## src/rtl/mdu_div_iter_pkg.sv

```systemverilog
// Shared types and defaults for the iterative MDU divider.
package mdu_div_iter_pkg;

  localparam int DIV_WIDTH_DEF = 32;
  localparam int DIV_STEP_DEF  = 1;

  typedef enum logic [1:0] {
    DIV_IDLE = 2'd0,
    DIV_CALC = 2'd1,
    DIV_FIX  = 2'd2,
    DIV_DONE = 2'd3
  } div_state_e;

  // Number of CALC cycles needed to retire all quotient bits.
  function automatic int div_iters(input int width, input int step);
    return width / step;
  endfunction

endpackage

```

## src/rtl/mdu_div_iter_step.sv

```systemverilog
// Combinational core of the divider: STEP chained restoring shift/subtract
// stages on the partial remainder and the remaining dividend bits.
module mdu_div_iter_step #(
  parameter int WIDTH = 32,
  parameter int STEP  = 1
) (
  input  logic [WIDTH:0]   rem_cur,
  input  logic [WIDTH-1:0] dvd_cur,
  input  logic [WIDTH-1:0] dvs,
  output logic [WIDTH:0]   rem_new,
  output logic [WIDTH-1:0] dvd_new,
  output logic [STEP-1:0]  qbits
);

  logic [WIDTH:0]   rem_v;
  logic [WIDTH:0]   trial;
  logic [WIDTH+1:0] diff;
  logic [WIDTH-1:0] dvd_v;
  logic             take;

  always_comb begin
    rem_v = rem_cur;
    dvd_v = dvd_cur;
    trial = '0;
    diff  = '0;
    take  = 1'b0;
    qbits = '0;
    for (int i = 0; i < STEP; i++) begin
      trial = {rem_v[WIDTH-1:0], dvd_v[WIDTH-1]};
      diff  = {1'b0, trial} - {2'b00, dvs};
      // A set remainder MSB means the true shifted value exceeds any divisor.
      take  = rem_v[WIDTH] | ~diff[WIDTH+1];
      rem_v = take ? diff[WIDTH:0] : trial;
      dvd_v = dvd_v << 1;
      qbits[STEP-1-i] = take;
    end
    rem_new = rem_v;
    dvd_new = dvd_v;
  end

endmodule

```

## src/rtl/mdu_div_iter.sv

```systemverilog
// Iterative signed/unsigned divider shared by DIV and DIVU; returns
// {remainder, quotient} and holds it until the consumer acks.
module mdu_div_iter
  import mdu_div_iter_pkg::*;
#(
  parameter int WIDTH = DIV_WIDTH_DEF,
  parameter int STEP  = DIV_STEP_DEF
) (
  input  logic               clk,
  input  logic               rst_n,
  input  logic               div_valid_i,
  input  logic               div_signed_i,
  input  logic [WIDTH-1:0]   div_opr1_i,
  input  logic [WIDTH-1:0]   div_opr2_i,
  input  logic               div_ack_i,
  input  logic               div_flush_i,
  output logic               div_rdy_o,
  output logic               div_busy_o,
  output logic               div_ansok_o,
  output logic [2*WIDTH-1:0] div_data_o
);

  localparam int ITERS = div_iters(WIDTH, STEP);
  localparam int CNT_W = $clog2(ITERS + 1);

  div_state_e         state_reg, state_next;
  logic [CNT_W-1:0]   cnt_reg, cnt_next;
  logic [WIDTH:0]     rem_reg, rem_next, rem_step;
  logic [WIDTH-1:0]   dvd_reg, dvd_next, dvd_step;
  logic [WIDTH-1:0]   dvs_reg, dvs_next;
  logic [WIDTH-1:0]   quo_reg, quo_next;
  logic               neg_q_reg, neg_q_next;
  logic               neg_r_reg, neg_r_next;
  logic               dvs_zero_reg, dvs_zero_next;
  logic [2*WIDTH-1:0] data_reg, data_next;

  logic [STEP-1:0]    q_step;
  logic [WIDTH-1:0]   opr1_abs, opr2_abs, quo_fix, rem_fix;

  assign opr1_abs = (div_signed_i && div_opr1_i[WIDTH-1]) ? -div_opr1_i : div_opr1_i;
  assign opr2_abs = (div_signed_i && div_opr2_i[WIDTH-1]) ? -div_opr2_i : div_opr2_i;

  // Divide by zero already leaves |dividend| in the remainder, so only the
  // quotient needs forcing; re-applying the dividend sign restores it exactly.
  assign quo_fix = dvs_zero_reg ? '1 : (neg_q_reg ? -quo_reg : quo_reg);
  assign rem_fix = neg_r_reg ? -rem_reg[WIDTH-1:0] : rem_reg[WIDTH-1:0];

  mdu_div_iter_step #(
    .WIDTH (WIDTH),
    .STEP  (STEP)
  ) u_step (
    .rem_cur (rem_reg),
    .dvd_cur (dvd_reg),
    .dvs     (dvs_reg),
    .rem_new (rem_step),
    .dvd_new (dvd_step),
    .qbits   (q_step)
  );

  always_comb begin
    state_next    = state_reg;
    cnt_next      = cnt_reg;
    rem_next      = rem_reg;
    dvd_next      = dvd_reg;
    dvs_next      = dvs_reg;
    quo_next      = quo_reg;
    neg_q_next    = neg_q_reg;
    neg_r_next    = neg_r_reg;
    dvs_zero_next = dvs_zero_reg;
    data_next     = data_reg;
    case (state_reg)
      DIV_IDLE: begin
        if (div_valid_i) begin
          neg_q_next    = div_signed_i & (div_opr1_i[WIDTH-1] ^ div_opr2_i[WIDTH-1]);
          neg_r_next    = div_signed_i & div_opr1_i[WIDTH-1];
          dvs_zero_next = (div_opr2_i == '0);
          dvd_next      = opr1_abs;
          dvs_next      = opr2_abs;
          rem_next      = '0;
          quo_next      = '0;
          cnt_next      = CNT_W'(ITERS);
          state_next    = DIV_CALC;
        end
      end
      DIV_CALC: begin
        rem_next = rem_step;
        dvd_next = dvd_step;
        quo_next = (quo_reg << STEP) | WIDTH'(q_step);
        cnt_next = cnt_reg - CNT_W'(1);
        if (cnt_reg == CNT_W'(1)) begin
          state_next = DIV_FIX;
        end
      end
      DIV_FIX: begin
        data_next  = {rem_fix, quo_fix};
        state_next = DIV_DONE;
      end
      DIV_DONE: begin
        if (div_ack_i) begin
          state_next = DIV_IDLE;
        end
      end
      default: state_next = DIV_IDLE;
    endcase
    // Flush beats both a fresh request and a same-cycle ack.
    if (div_flush_i) begin
      state_next = DIV_IDLE;
      data_next  = '0;
    end
  end

  always_ff @(posedge clk or negedge rst_n) begin
    if (!rst_n) begin
      state_reg    <= DIV_IDLE;
      cnt_reg      <= '0;
      rem_reg      <= '0;
      dvd_reg      <= '0;
      dvs_reg      <= '0;
      quo_reg      <= '0;
      neg_q_reg    <= 1'b0;
      neg_r_reg    <= 1'b0;
      dvs_zero_reg <= 1'b0;
      data_reg     <= '0;
    end else begin
      state_reg    <= state_next;
      cnt_reg      <= cnt_next;
      rem_reg      <= rem_next;
      dvd_reg      <= dvd_next;
      dvs_reg      <= dvs_next;
      quo_reg      <= quo_next;
      neg_q_reg    <= neg_q_next;
      neg_r_reg    <= neg_r_next;
      dvs_zero_reg <= dvs_zero_next;
      data_reg     <= data_next;
    end
  end

  assign div_rdy_o   = (state_reg == DIV_IDLE);
  assign div_busy_o  = (state_reg != DIV_IDLE);
  assign div_ansok_o = (state_reg == DIV_DONE);
  assign div_data_o  = data_reg;

endmodule

```

## config.mk

```make
export PLATFORM = sky130hd
export DESIGN_NAME = mdu_div_iter
export DESIGN_NICKNAME = d
export VERILOG_FILES = /design/src/rtl/mdu_div_iter_pkg.sv /design/src/rtl/mdu_div_iter_step.sv /design/src/rtl/mdu_div_iter.sv
export SDC_FILE = /design/constraint.sdc
export NUM_CORES = 1
export LEC_CHECK = 0
export CAP_MARGIN = 20
export CORE_AREA = 2 2 158 160
export DETAILED_ROUTE_END_ITERATION = 12
export DIE_AREA = 0 0 160 162
export PLACE_DENSITY_LB_ADDON = 0.25
export SYNTH_ARGS = -nofsm -noshare
export SYNTH_HDL_FRONTEND = slang
export SYNTH_HIERARCHICAL = 1
export SYNTH_SLANG_ARGS = --single-unit
export TNS_END_PERCENT = 1
```

## constraint.sdc

```tcl
create_clock -name clk -period 3.7 [get_ports clk]
set_clock_uncertainty 0.2 [all_clocks]
set_input_delay 0.37 -clock clk [delete_from_list [all_inputs] [get_ports clk]]
set_output_delay 0.37 -clock clk [all_outputs]
set_load 0.05 [all_outputs]
```

=== Word level (Yosys, flattened, before mapping) ===
Cells that the tools add are included.

* Add/subtract/negate cells: 6
* Eq/ne operators: 8
* Muxes and demuxes: 21
* Bitwise operators: 6
* Reduce and logical (&&, ||, !) cells: 10

{| class="wikitable"
|+ Operators with widths
! cell !! number
|-
| 32-bit 2-to-1 mux || 7
|-
| 64-bit 2-to-1 mux || 2
|-
| 32-bit negation || 4
|-
| 32-bit case mux with 2 select lines || 2
|-
| 33-bit 2-to-1 mux || 2
|-
| 33-bit case mux with 2 select lines || 1
|-
| 33-bit by 32-bit subtractor with 34-bit output || 1
|-
| 32-bit logical NOT || 1
|-
| 32-bit by 1-bit OR with 32-bit output || 1
|-
| 6-bit case mux with 2 select lines || 1
|-
| 3-bit inequality test (second input constant) || 3
|-
| 2-bit 2-to-1 mux || 4
|-
| 2-bit case mux with 4 select lines || 1
|-
| 6-bit by 1-bit equality test with 1-bit output (second input constant) || 1
|-
| 6-bit 2-to-1 mux || 1
|-
| 2-bit nonzero test || 3
|-
| 6-bit by 1-bit subtractor with 6-bit output (second input constant) || 1
|-
| 2-bit equality test (second input constant) || 2
|-
| 2-bit AND reduction || 2
|-
| 3-bit AND reduction || 1
|-
| 1-bit bitwise AND || 2
|-
| 2-bit by 1-bit equality test with 1-bit output (second input constant) || 1
|-
| 1-bit logical AND || 2
|-
| 2-bit logical NOT || 1
|-
| other kinds (4) || 4
|}

* Register bits: 204
* Bits of input ports: 70
* Logic and storage cells: 61

=== Depth between registers and ports, before layout ===
* Depth after elaboration: 5
* Gate-level depth with buffers: 15
* Depth with buffers taken out: 13

=== By module ===
The synthesis kept the hierarchy.

{| class="wikitable"
|+ Modules (own cells, without submodules)
! module !! times used !! cells each !! area each (sq um) !! sequential area each (sq um)
|-
| mdu_div_iter || 1 || 1093 || 10637.7 || 5104.9
|-
| mdu_div_iter_step || 1 || 336 || 2511.2 || 0.0
|}

=== Worst setup path after synthesis ===
OpenSTA, ideal clock, no wires.

* Kind: register -> register
* From: reg rem_reg[3]
* To: reg rem_reg[16]
* Data arrival time: 2.867 ns
* Setup slack: 0.512 ns
* Cell stages (with the launch flop): 13
* Buffers on the path: 1
* Period minus slack after synthesis: 3.188 ns
* Cells stage by stage: dfrtp_1 -> ha_1 -> o211ai_1 -> a21oi_2 -> o2111ai_2 -> o21ai_2 -> nand2_2 -> o221ai_4 -> o21ai_4 -> o31ai_4 -> buf_6 -> mux2_2 -> a22o_1

* Word-level cells in the longest chain between the ends: 5

{| class="wikitable"
|+ Ends and longest elaborated chain
! what !! RTL line !! source
|-
| start, declared || mdu_div_iter.sv:28 || <nowiki>logic [WIDTH:0] rem_reg, rem_next, rem_step;</nowiki>
|-
| start signal, assigned || mdu_div_iter.sv:127 || <nowiki>rem_reg <= rem_next;</nowiki>
|-
| 33-bit by 32-bit subtractor with 34-bit output (*) || mdu_div_iter_step.sv:30 || <nowiki>diff = {1'b0, trial} - {2'b00, dvs};</nowiki>
|-
| 1-bit NOT || mdu_div_iter_step.sv:32 || <nowiki>take = rem_v[WIDTH] | ~diff[WIDTH+1];</nowiki>
|-
| 1-bit OR || mdu_div_iter_step.sv:32 ||
|-
| 33-bit 2-to-1 mux (*) || mdu_div_iter_step.sv:33 || <nowiki>rem_v = take ? diff[WIDTH:0] : trial;</nowiki>
|-
| named net rem_step[16] || mdu_div_iter.sv:28 ||
|-
| 33-bit case mux with 2 select lines (*) || mdu_div_iter.sv:71 || <nowiki>case (state_reg)</nowiki>
|}

Mark *: on every way through the listed nets, which the timed path passes. The rest lies on a longest branch.
A chain may end at the register's enable or synchronous reset.

=== Worst setup path in the final report ===
* From: reg rem_reg[2]
* To: reg rem_reg[11]

* Word-level cells in the longest chain between the ends: 5

{| class="wikitable"
|+ Ends and longest elaborated chain
! what !! RTL line !! source
|-
| 33-bit by 32-bit subtractor with 34-bit output || mdu_div_iter_step.sv:30 ||
|-
| 1-bit NOT || mdu_div_iter_step.sv:32 ||
|-
| 1-bit OR || mdu_div_iter_step.sv:32 ||
|-
| named net q_step || mdu_div_iter.sv:37 || <nowiki>logic [STEP-1:0] q_step;</nowiki>
|-
| 33-bit 2-to-1 mux || mdu_div_iter_step.sv:33 ||
|-
| named net rem_step[11] || mdu_div_iter.sv:28 ||
|-
| 33-bit case mux with 2 select lines || mdu_div_iter.sv:71 ||
|}

The timed path passes the listed nets, and every way through them passes these cells.

==> out/results.ini <==
[synthesis]
synth.area.top_cells = dfrtp_1, xor2_1, ha_1
syn-num-nets = 1543
syn_area_per_cell_sq_um = 9.20
synth-main-ff-cell = dfrtp_1
synthTopCellsByCount = dfrtp_1, nor2_1, nand2_1
yosys.area_share.simple = 0.143
syn_inst = 1429
synth-seq-area-share = 0.388
synth-seq-cells = 204
async_flop_share = 1.00
synth_area_sq_um = 13100
yosysWarnings = 6
synthMuxAreaShare = 0.0340
synth_edf_count = 0
synth_top_family_by_area = compound AO/OA/AOI/OAI gates
synth_fa_ha_area_frac = 0.0424
yosysTopAreaCell = dfrtp_1
synth-compound-area-share = 0.231
yosysMostFrequentCell = dfrtp_1
synth_xor_area_frac = 0.0966
ys_types = 81
synth.top_cell.area_share = 0.388

[timing]
finalSetupViolCount = 0
finalMaxSlewViolations = 0
worst-slew-pin-transition_ns = 1.03
period_share = 0.950
fin_ws_ns = 0.183
fin_crit_ns = 3.52
fin_setup_tns_ns = 0
fmax_mhz = 284
worst_hold_slack_ns = 0.254
hold_violations = 0
rsz0062_at_grt = no
max_slew_margin = 0.311

[critical_path]
r2r_cells = 12
required_ns = 3.88
critPathArrivalTime_ns = 3.70
worstSetupStartpointType = register
r2r_start = rem_reg[2]
reg2reg_to = rem_reg[11]
worstPathMaxFanout = 10
cp-end-kind = register
r2r_slack_ns = 0.18
path_class = register to register

[placement]
place_ws_ns = 0.239
placedCellCount = 1809
gp_congestion = 0.912
hpwl_um = 23300
numPortBuffers = 136

[cts]
cts.sinks = 204
cts_resized = 0
cts_root_buf = clkbuf_16
numCtsBuffers = 22
clk_pin_slew_ns = 0.06
ctsHoldBuffers = 2
post_cts_buffers = 0
insertion_delay_ns = 0.50
htree_levels = 1
cts_tree = yes
clock_path_buffers = 3

[route]
drt-vias-per-instance = 5.87
postRouteAntennaNets = 0
routed_wl_um = 31500
detail_route.wl_per_cell_um = 17.0
vias = 10900
firstDrtPassIters = 5
drtIter0Drc = 585
drc = 0

[finish]
stdcell_count = 1849
nets = 1625
diodes = 0
seqCellArea_sq_um = 5100
syn2layout_area_growth_pct = 17.4
largest_reg_flops = 64
utilization = 0.640
drive_gt1_frac = 0.0938
multi_input_area_sq_um = 7230
n_fill_cell = 2068

[floorplan]
start_util = 0.545
die_w_um = 160
die_y_um = 162
die_area_sq_um = 25900
pin_count = 137
num_rows = 57
coreArea_sq_um = 24100

[global_routing]
grt_max_degree = 76
grt_pass1_vias = 10300
grt_pass1_wl_um = 52400
antenna_found_initial = 0
grt_overflow_total = 0
track_usage = 0.242

[power_and_ir_drop]
p_leak_nw = 6.69
power_density_nw_per_um2 = 857
vdd_drop_max_mv = 0.425

[run]
maxCapViolations = 0

[status]
status = finished clean

[hold_path]
hold_class = input pin to asynchronous set/reset pin

## metal layers
layer / wire, um / vias to the layer above / global-route usage / share of wire
met5: 0 / - / 0 / 0
met4: 425 / 0 / 0.0487 / 0.013
met3: 1740 / 29 / 0.0260 / 0.055
met2: 14300 / 305 / 0.387 / 0.45
met1: 15100 / 5191 / 0.359 / 0.48
li1: - / 5332 / - / -
## worst max path at each step
stage          depth (start not counted)       start  slack (ns)           to
2_1_floorplan                         12  rem_reg[3]        0.51  rem_reg[16]
3_3_place_gp                          12  rem_reg[2]        0.36   rem_reg[7]
3_5_place_dp                          12  rem_reg[2]        0.24  rem_reg[11]
4_1_cts                               12  rem_reg[2]        0.19  rem_reg[11]
5_1_grt                               12  rem_reg[0]        0.03  rem_reg[30]
6_report                              12  rem_reg[2]        0.18  rem_reg[11]
## cell families after synthesis
group	Yosys count
flops	204
buf+inv	180
fa+ha+maj	44
simple gates	383
compound gates	431
mux	41
xor+xnor	145
other cells	1
## placed cells by master (no fill, tap or decap), types with 7 or more instances in the layout
cell type	count
mux2i_1	11
o31ai_1	30
nor3_1	27
o41ai_2	7
ha_1	42
or4_1	11
a21oi_1	68
xor2_1	104
clkbuf_16	23
xnor2_1	41
a211oi_1	53
or2_2	7
o22ai_1	20
a22o_1	58
clkdlybuf4s50_1	134
nand3_1	19
o21ai_0	93
nand2_1	110
nor4_1	8
nand2b_1	10
dfrtp_1	204
buf_4	36
o41ai_1	22
inv_1	61
mux2_2	24
nor2_1	111
a21o_1	19
a31oi_1	14
or3_1	20
nand4_1	16
## critical path: stages (launching register included)
cell,delay [ns]
dfrtp_1,0.45
ha_1,0.39
o211ai_1,0.13
a21oi_2,0.18
o2111ai_2,0.23
o21ai_2,0.27
nand2_2,0.10
o221ai_4,0.21
o21ai_4,0.12
o31ai_4,0.25
buf_4,0.25
mux2_2,0.36
a22o_1,0.22
## power by group
group	internal, W	switching (W)
sequential	0.00295	0.000552
clock	0.00142	0.000870
combinational	0.00287	0.00456
## layout make-up
class	instances	area share
Multi-Input combinational cell	1045	0.468
Sequential cell	204	0.331
Timing Repair Buffer	177	0.111
Clock buffer	33	0.0423
Tap cell	324	0.0263
Inverter	61	0.0148
Clock inverter	5	0.00665
## stage by stage
step                total power, W  cell area (sq um)
floorplan                  0.00912              13100
finish                      0.0132              15400
CTS                         0.0132              15400
detailed placement          0.0109              14700
global route                0.0142              15400
global placement            0.0108              14700
No activity file was read; power rests on OpenSTA's default activity.
